**src/rtl/rpg_readback_tx.sv**
```systemverilog
// Readback transmitter for the reprogram link: streams a block of program-memory
// words out as 8N1 UART bytes (LSB byte first), followed by an XOR checksum byte.
module rpg_readback_tx #(
  parameter int CLK_HZ = 50000000,
  parameter int BAUD   = 115200,
  parameter int ADDR_W = 13
) (
  input  logic              clk_50mhz,
  input  logic              rstn,
  input  logic              start,
  input  logic [ADDR_W:0]   count,
  output logic [ADDR_W-1:0] mem_addr,
  output logic              mem_rd,
  input  logic [31:0]       mem_data,
  output logic              tx,
  output logic              busy,
  output logic              done,
  output logic [7:0]        xorc
);

  localparam int DIVISOR = CLK_HZ / BAUD;
  localparam int CNT_W   = (DIVISOR > 1) ? $clog2(DIVISOR) : 1;
  localparam logic [CNT_W-1:0]  BAUD_LAST = CNT_W'(DIVISOR - 1);
  localparam logic [CNT_W-1:0]  BAUD_ONE  = CNT_W'(1);
  localparam logic [ADDR_W:0]   WORD_ONE  = {{ADDR_W{1'b0}}, 1'b1};
  localparam logic [ADDR_W-1:0] ADDR_ONE  = ADDR_W'(1);

  typedef enum logic [2:0] {IDLE, FETCH, LATCH, BYTE, CHECK, FINISH} state_t;

  state_t            state_q, state_d;
  logic [CNT_W-1:0]  baudCnt_q, baudCnt_d;
  logic [3:0]        bitIdx_q, bitIdx_d;
  logic [1:0]        byteIdx_q, byteIdx_d;
  logic [31:0]       word_q, word_d;
  logic [ADDR_W:0]   count_q, count_d;
  logic [ADDR_W:0]   wordCnt_q, wordCnt_d;
  logic [ADDR_W-1:0] addr_q, addr_d;
  logic [7:0]        xorc_q, xorc_d;
  logic              tx_q, tx_d;
  logic              busy_q, busy_d;
  logic              done_q, done_d;

  logic [7:0] curByte;
  logic       bitEnd;
  logic       frameEnd;

  always_ff @(posedge clk_50mhz or negedge rstn) begin
    if (!rstn) begin
      state_q   <= IDLE;
      baudCnt_q <= '0;
      bitIdx_q  <= '0;
      byteIdx_q <= '0;
      word_q    <= '0;
      count_q   <= '0;
      wordCnt_q <= '0;
      addr_q    <= '0;
      xorc_q    <= '0;
      tx_q      <= 1'b1;
      busy_q    <= 1'b0;
      done_q    <= 1'b0;
    end else begin
      state_q   <= state_d;
      baudCnt_q <= baudCnt_d;
      bitIdx_q  <= bitIdx_d;
      byteIdx_q <= byteIdx_d;
      word_q    <= word_d;
      count_q   <= count_d;
      wordCnt_q <= wordCnt_d;
      addr_q    <= addr_d;
      xorc_q    <= xorc_d;
      tx_q      <= tx_d;
      busy_q    <= busy_d;
      done_q    <= done_d;
    end
  end

  // tx is registered, so the line trails the frame counters by one cycle.
  always_comb begin
    curByte   = (state_q == CHECK) ? xorc_q : word_q[8*byteIdx_q +: 8];
    bitEnd    = (baudCnt_q == BAUD_LAST);
    frameEnd  = bitEnd && (bitIdx_q == 4'd9);
    state_d   = state_q;
    baudCnt_d = baudCnt_q;
    bitIdx_d  = bitIdx_q;
    byteIdx_d = byteIdx_q;
    word_d    = word_q;
    count_d   = count_q;
    wordCnt_d = wordCnt_q;
    addr_d    = addr_q;
    xorc_d    = xorc_q;
    tx_d      = 1'b1;
    busy_d    = busy_q;
    done_d    = 1'b0;

    case (state_q)
      IDLE: begin
        if (start) begin
          count_d   = count;
          addr_d    = '0;
          wordCnt_d = '0;
          xorc_d    = '0;
          busy_d    = 1'b1;
          baudCnt_d = '0;
          bitIdx_d  = '0;
          state_d   = (count != '0) ? FETCH : CHECK;
        end
      end
      FETCH: state_d = LATCH;
      LATCH: begin
        word_d    = mem_data;
        byteIdx_d = '0;
        baudCnt_d = '0;
        bitIdx_d  = '0;
        state_d   = BYTE;
      end
      BYTE, CHECK: begin
        if (bitIdx_q == 4'd0) begin
          tx_d = 1'b0;
        end else if (bitIdx_q == 4'd9) begin
          tx_d = 1'b1;
        end else begin
          tx_d = curByte[3'(bitIdx_q - 4'd1)];
        end
        if (state_q == BYTE && bitIdx_q == 4'd0 && baudCnt_q == '0) begin
          xorc_d = xorc_q ^ curByte;
        end
        baudCnt_d = bitEnd ? '0 : baudCnt_q + BAUD_ONE;
        if (bitEnd) begin
          bitIdx_d = bitIdx_q + 4'd1;
        end
        // The last-word test uses the word counter so a full 2^ADDR_W block works.
        if (frameEnd) begin
          bitIdx_d = '0;
          if (state_q == CHECK) begin
            state_d = FINISH;
          end else if (byteIdx_q != 2'd3) begin
            byteIdx_d = byteIdx_q + 2'd1;
          end else if (wordCnt_q + WORD_ONE == count_q) begin
            state_d = CHECK;
          end else begin
            wordCnt_d = wordCnt_q + WORD_ONE;
            addr_d    = addr_q + ADDR_ONE;
            state_d   = FETCH;
          end
        end
      end
      FINISH: begin
        busy_d  = 1'b0;
        done_d  = 1'b1;
        state_d = IDLE;
      end
      default: state_d = IDLE;
    endcase
  end

  assign mem_addr = addr_q;
  assign mem_rd   = (state_q == FETCH);
  assign tx       = tx_q;
  assign busy     = busy_q;
  assign done     = done_q;
  assign xorc     = xorc_q;

endmodule

```
**config.mk**
```make
export PLATFORM = sky130hd
export DESIGN_NAME = rpg_readback_tx
export DESIGN_NICKNAME = d
export VERILOG_FILES = /design/src/rtl/rpg_readback_tx.sv
export SDC_FILE = /design/constraint.sdc
export NUM_CORES = 1
export LEC_CHECK = 0
export ABC_AREA = 1
export CAP_MARGIN = 20
export CORE_ASPECT_RATIO = 2
export CORE_MARGIN = 2
export CORE_UTILIZATION = 47
export DETAILED_ROUTE_END_ITERATION = 8
export PLACE_DENSITY = 0.72
export SKIP_CTS_REPAIR_TIMING = 1
export SYNTH_ARGS = -nofsm -noshare
export SYNTH_HDL_FRONTEND = slang
export SYNTH_SLANG_ARGS = --single-unit
```
**constraint.sdc**
```tcl
create_clock -name clk_50mhz -period 2 [get_ports clk_50mhz]
set_clock_uncertainty 0.1 [all_clocks]
set_input_delay 0.4 -clock clk_50mhz [delete_from_list [all_inputs] [get_ports clk_50mhz]]
set_output_delay 0.4 -clock clk_50mhz [all_outputs]
set_load 0.01 [all_outputs]
```
# Word level (Yosys, flattened, before mapping)
# Cells that the tools add are included.
classes:
  shift: 1
  addsub: 6
  n_reduce_logical: 20
  bitwise_logic: 1
  eq_ne: 18
  magnitude_cmp: 1
  mux: 42
ops:
  columns: ["cell", "n"]
  rows:
  - ["14-bit 2-to-1 mux", 5]
  - ["13-bit 2-to-1 mux", 5]
  - ["32-bit by 6-bit variable part select with 8-bit output", 1]
  - ["14-bit one-hot mux with 2 select lines", 1]
  - ["9-bit one-hot mux with 3 select lines", 1]
  - ["13-bit one-hot mux with 2 select lines", 1]
  - ["8-bit 2-to-1 mux", 3]
  - ["3-bit 2-to-1 mux", 6]
  - ["9-bit 2-to-1 mux", 2]
  - ["2-bit != test, second input constant", 8]
  - ["8-bit one-hot mux with 2 select lines", 1]
  - ["14-bit by 1-bit adder with 14-bit output, second input constant", 1]
  - ["14-bit == test", 1]
  - ["14-bit nonzero test", 1]
  - ["13-bit by 1-bit adder with 13-bit output, second input constant", 1]
  - ["4-bit 2-to-1 mux", 3]
  - ["3-bit one-hot mux with 4 select lines", 1]
  - ["4-bit one-hot mux with 3 select lines", 1]
  - ["9-bit by 1-bit adder with 9-bit output, second input constant", 1]
  - ["9-bit == test, second input constant", 1]
  - ["9-bit zero test", 1]
  - ["3-bit AND reduction", 3]
  - ["8-bit bitwise XOR", 1]
  - ["3-bit by 2-bit == test with 1-bit output, second input constant", 2]
  - ["22 further kinds", 37]
word_totals:
  in_bits: 49
  ff_bits: 102
  wordCells: 101
  output_inout_bits: 25

# Depth between registers and ports, before layout
depth:
  word_depth: 7
  mapped_depth: 16
  mapped_depth_nobuf: 15

# Worst setup path before layout
# Ideal clock, no wire load.
synth_path:
  path_kind: "reg2reg"
  start: "register wordCnt_q[0]"
  end: "register addr_q[12], in the netlist mem_addr[12]"
  synth_period_minus_slack_ps: 2194
  path_slack_ps: -194
  t_arrival_ps: 2028
  required_time_ps: 1834
  stages_incl_launch_ff: 17
  cell_sequence: "dfrtp_1 > ha_1 > nand2_1 > nor2_1 > nand2_1 > nand2_1 > nand2_1 > nand2_1 > nand2_1 > nor2_1 > nand3_1 > nor2_1 > nand2_2 > nand2_4 > buf_2 > nand2_1 > nand2_1"
synth_between:
  elab_chain_cells: 4
synth_rtl:
  columns: ["item", "line", "text"]
  rows:
  - ["start, declared", "36", "logic [ADDR_W:0] wordCnt_q, wordCnt_d;"]
  - ["start signal, assigned", "68", "wordCnt_q <= wordCnt_d;"]
  - ["14-bit by 1-bit adder with 14-bit output", "138", "end else if (wordCnt_q + WORD_ONE == count_q) begin"]
  - ["14-bit == test", "138", null]
  - ["2-bit != test (no source line)", null, null]
  - ["6-bit AND reduction (no source line)", null, null]
  - ["end signal, assigned", "69", "addr_q <= addr_d;"]
  - ["end, declared", "37", "logic [ADDR_W-1:0] addr_q, addr_d;"]
# No other way between the ends.
# A chain may end at the register's enable or synchronous reset.

# Final worst setup path
layout_path:
  start: "register wordCnt_q[0]"
  end: "register wordCnt_q[12]"
layout_between:
  elab_chain_cells: 6
layout_rtl:
  columns: ["item", "line", "text"]
  rows:
  - ["14-bit by 1-bit adder with 14-bit output (*)", "138, 141", null]
  - ["14-bit 2-to-1 mux", "138", null]
  - ["14-bit 2-to-1 mux", "136", "end else if (byteIdx_q != 2'd3) begin"]
  - ["14-bit 2-to-1 mux", "134", "if (state_q == CHECK) begin"]
  - ["14-bit 2-to-1 mux", "132", "if (frameEnd) begin"]
  - ["14-bit one-hot mux with 2 select lines", "95", "case (state_q)"]
# Mark *: on every way between the ends. The rest lies on a longest branch, timed or not. The select of a mux whose other input is x is not followed.

==> flow_metrics.env <==
export IMPL_reg2reg_depth=15
export IMPL_drtPass1Iterations=6
export IMPL_ys_ff_latch=102
export IMPL_syn_nets=902
export IMPL_port_buffers=73
export IMPL_io_pin_count=74
export IMPL_timing_final_crit_share_pct=114
export IMPL_start_util_pct=48.2
export IMPL_crit_slowest_cell="dfrtp_2"
export IMPL_drtIter0Drc=290
export IMPL_finalNetCount=1081
export IMPL_final_common_cell="nand2_1"
export IMPL_timing_rr_start="wordCnt_q[0]"
export IMPL_final_layout_size_suffix_gt1_share_pct=22.0
export IMPL_rows=57
export IMPL_worst_pin_slew_ns=0.384
export IMPL_power_leakage_nw=4.07
export IMPL_drt_total_wl_um=16800
export IMPL_tns_ns=-6.89
export IMPL_rsz0062_at_grt="true"
export IMPL_drc=0
export IMPL_core_area_um2=12100
export IMPL_track_usage_pct=24.6
export IMPL_fin_ws_ns=-0.276
export IMPL_ff2ff_setup_slack_ns=-0.28
export IMPL_grt_pass1_wl_um=26600
export IMPL_chipHeight_um=162
export IMPL_drv_cap=0
export IMPL_finalHoldViolations=0
export IMPL_wl_per_cell_um=14.3
export IMPL_dieArea_um2=13400
export IMPL_clk_root_buffer_cell="clkbuf_16"
export IMPL_path_clk_slew_ns=0.07
export IMPL_die_w_um=82.9
export IMPL_dpl_hpwl_um=12000
export IMPL_path_common_cell="nand2_2"
export IMPL_drv_slew=0
export IMPL_setup_viol=29
export IMPL_clock_sinks=102
export IMPL_p_int_mw=3.42
export IMPL_vdd_ir_drop_max_uv=447
export IMPL_cpPeakStageDelay_ns=0.43
export IMPL_reg2reg_to="wordCnt_q[12]"
export IMPL_timing_fmax_ghz=0.439
export IMPL_grt_max_degree=42
export IMPL_clock_power_share_pct=42.9
export IMPL_failed_checks="negative setup slack"
export IMPL_powerDensity_nw_per_um2=534
export IMPL_netlist_area_um2=5840
export IMPL_yosysWarnings=0
export IMPL_slew_headroom_pct=74.1
export IMPL_vias=6100
export IMPL_area_growth_pct=41.8
export IMPL_setup_worst_path_start="wordCnt_q[0]"
export IMPL_worstSetupEndpointType="flop"
export IMPL_clk_latency_ns=0.35
export IMPL_routed_via_density=5.20
export IMPL_multi_input_area_um2=3150
export IMPL_critPathRequiredTime_ns=2.19
export IMPL_crit_chain="nand2_2 > nor2_4 > buf_6 > buf_4 > nand4_1 > nand3_1 > nand2_2 > nor2_2 > nand3_2 > nor2_2 > nand2_2 > nand2_4 > clkbuf_16 > nand2_1 > nand2_1"
export IMPL_antenna_cells=0
export IMPL_fillers=1018
export IMPL_ys_types=33
export IMPL_synth_yosys_seq_area_share_pct=43.7
export IMPL_htree_levels=3
export IMPL_min_period_ns=2.28
export IMPL_comb_power_share_pct=8.2
export IMPL_p_sw_mw=1.01
export IMPL_cts_tree="yes"
export IMPL_gp_congestion=0.940
export IMPL_grt_antenna_before_repair=0
export IMPL_max_clock_path_buffers=2
export IMPL_arrival_ns=2.46
export IMPL_path_class="reg -> reg"
export IMPL_cts_buffers_inserted=9
export IMPL_worst_setup_path_start_kind="flop"
export IMPL_hold_class="reg -> reg"
export IMPL_run_status="finished, violations left"
export IMPL_crit_path_max_fanout=7
export IMPL_switching_share_pct=22.7
export IMPL_mostFrequentLayoutCells="271 x nand2_1, 104 x buf_4, 99 x dfrtp_1"
export IMPL_postSynthAreaPerCell_um2=6.93
export IMPL_cp_endpoint="wordCnt_q[12]"
export IMPL_p_seq_share_pct=48.9
export IMPL_pre_cts_slack_ns=-0.266
export IMPL_regArea_um2=2560
export IMPL_grt_pass1_vias=5885
export IMPL_overflow=0
export IMPL_netlist_instances=843
export IMPL_ant_nets=0
## stage by stage
step | hold WS, ns | power [mW] | area, um^2 | instances | util (%)
3_5_place_dp | 0.244 | 2.55 | 7560 | 1145 | 62.4
3_3_place_gp | 0.247 | 2.54 | 7560 | 1145 | 62.4
5_1_grt | 0.387 | 4.59 | 8290 | 1174 | 68.4
6_report | 0.365 | 4.43 | 8290 | 1174 | 68.4
4_1_cts | -0.132 | 4.44 | 7880 | 1161 | 65.0
2_1_floorplan | 0.00441 | 2.30 | 5880 | 843 | -
## power groups by stage
stage	clock [mW]	sequential, mW	combinational (mW)
finish	1.90	2.16	0.363
global route	2.01	2.17	0.406
CTS	1.93	2.16	0.348
detailed placement	0	2.20	0.346
global placement	0	2.20	0.343
floorplan	0	2.19	0.109
## per-layer routing
layer  vias to the layer above  global-route usage (%)  routed length, um
met1                      2836                    24.7               5910
met5                         -                       0                  0
met3                        69                    3.61                540
met2                       165                    47.5               9300
met4                         0                    13.1               1050
li1                       3030                       -                  -
## how the worst min path moves through the flow
stage          slack (ns)            to        from  cells after the start
6_report             0.37    word_q[30]  word_q[30]                      2
5_1_grt              0.39    word_q[30]  word_q[30]                      2
4_1_cts             -0.13     word_q[5]        rstn                      1
3_5_place_dp         0.24     word_q[5]        rstn                      1
3_3_place_gp         0.25     word_q[5]        rstn                      1
2_1_floorplan       0.004  baudCnt_q[0]        rstn                      0
## sequential cells by signal, summed over array words and instances (netlist names), 2 cells and up
name / flops
byteIdx_q: 2
bitIdx_q: 4
mem_addr: 13
count_q: 14
state_q: 3
word_q: 32
baudCnt_q: 9
xorc: 8
wordCnt_q: 14
## kinds of logic (layout without fill, tap and decap cells)
kind of cell               after synthesis  count (layout)  synth area share (%)
AOI/OAI and AO/OA                       93              93                  8.58
and+or+nand+nor                        518             518                  36.8
xor gates and xnor gates                 9               9                  1.35
DFF                                    102             102                  43.7
buffers and inverters                  111             295                  7.39
adders and majority gates               10              10                  2.14
## worst max-delay path: cells and delay by family, from the launching register on
family | cells | cell delay [ns]
buf+inv | 3 | 0.43
simple gates | 12 | 1.25
flops | 1 | 0.43
## synthesized netlist by cell type
| cell type | count | share of area [%] |
|---|---|---|
| nand2_1 | 295 | 19 |
| nor2_1 | 109 | 7.0 |
| dfrtp_1 | 101 | 43 |
| inv_1 | 82 | 5.3 |
| nand3_1 | 75 | 6.4 |
| o21ai_0 | 59 | 5.1 |
| a21oi_1 | 21 | 1.8 |
| clkbuf_1 | 19 | 1.2 |
| nand4_1 | 11 | 1.2 |
| ha_1 | 10 | 2.1 |
| nor3_1 | 8 | 0.69 |
| nand2_2 | 6 | 0.64 |
| nand3b_1 | 5 | 0.64 |
| o21a_1 | 5 | 0.64 |
| xor2_1 | 5 | 0.75 |
| inv_2 | 4 | 0.26 |
| xnor2_1 | 4 | 0.60 |
| buf_2 | 3 | 0.26 |
| buf_4 | 3 | 0.39 |
| a211oi_1 | 2 | 0.26 |
| a31oi_1 | 2 | 0.21 |
| nor2_2 | 2 | 0.21 |
| nor4_1 | 2 | 0.21 |
| a211oi_2 | 1 | 0.21 |
| a221oi_1 | 1 | 0.15 |
| a22oi_1 | 1 | 0.13 |
| dfstp_2 | 1 | 0.45 |
| nand2_4 | 1 | 0.19 |
| nor2_4 | 1 | 0.19 |
| nor3_4 | 1 | 0.28 |
| nor3b_1 | 1 | 0.13 |
| o21bai_1 | 1 | 0.13 |
| or2_2 | 1 | 0.11 |
## layout make-up
type	count	area share [%]
Clock inverter	5	1.01
Inverter	86	3.92
Timing Repair Buffer	193	21.2
Sequential cell	102	30.8
Multi-Input combinational cell	630	38.0
Clock buffer	11	2.81
Tap cell	147	2.22
No activity file was read; power rests on OpenSTA's default activity.
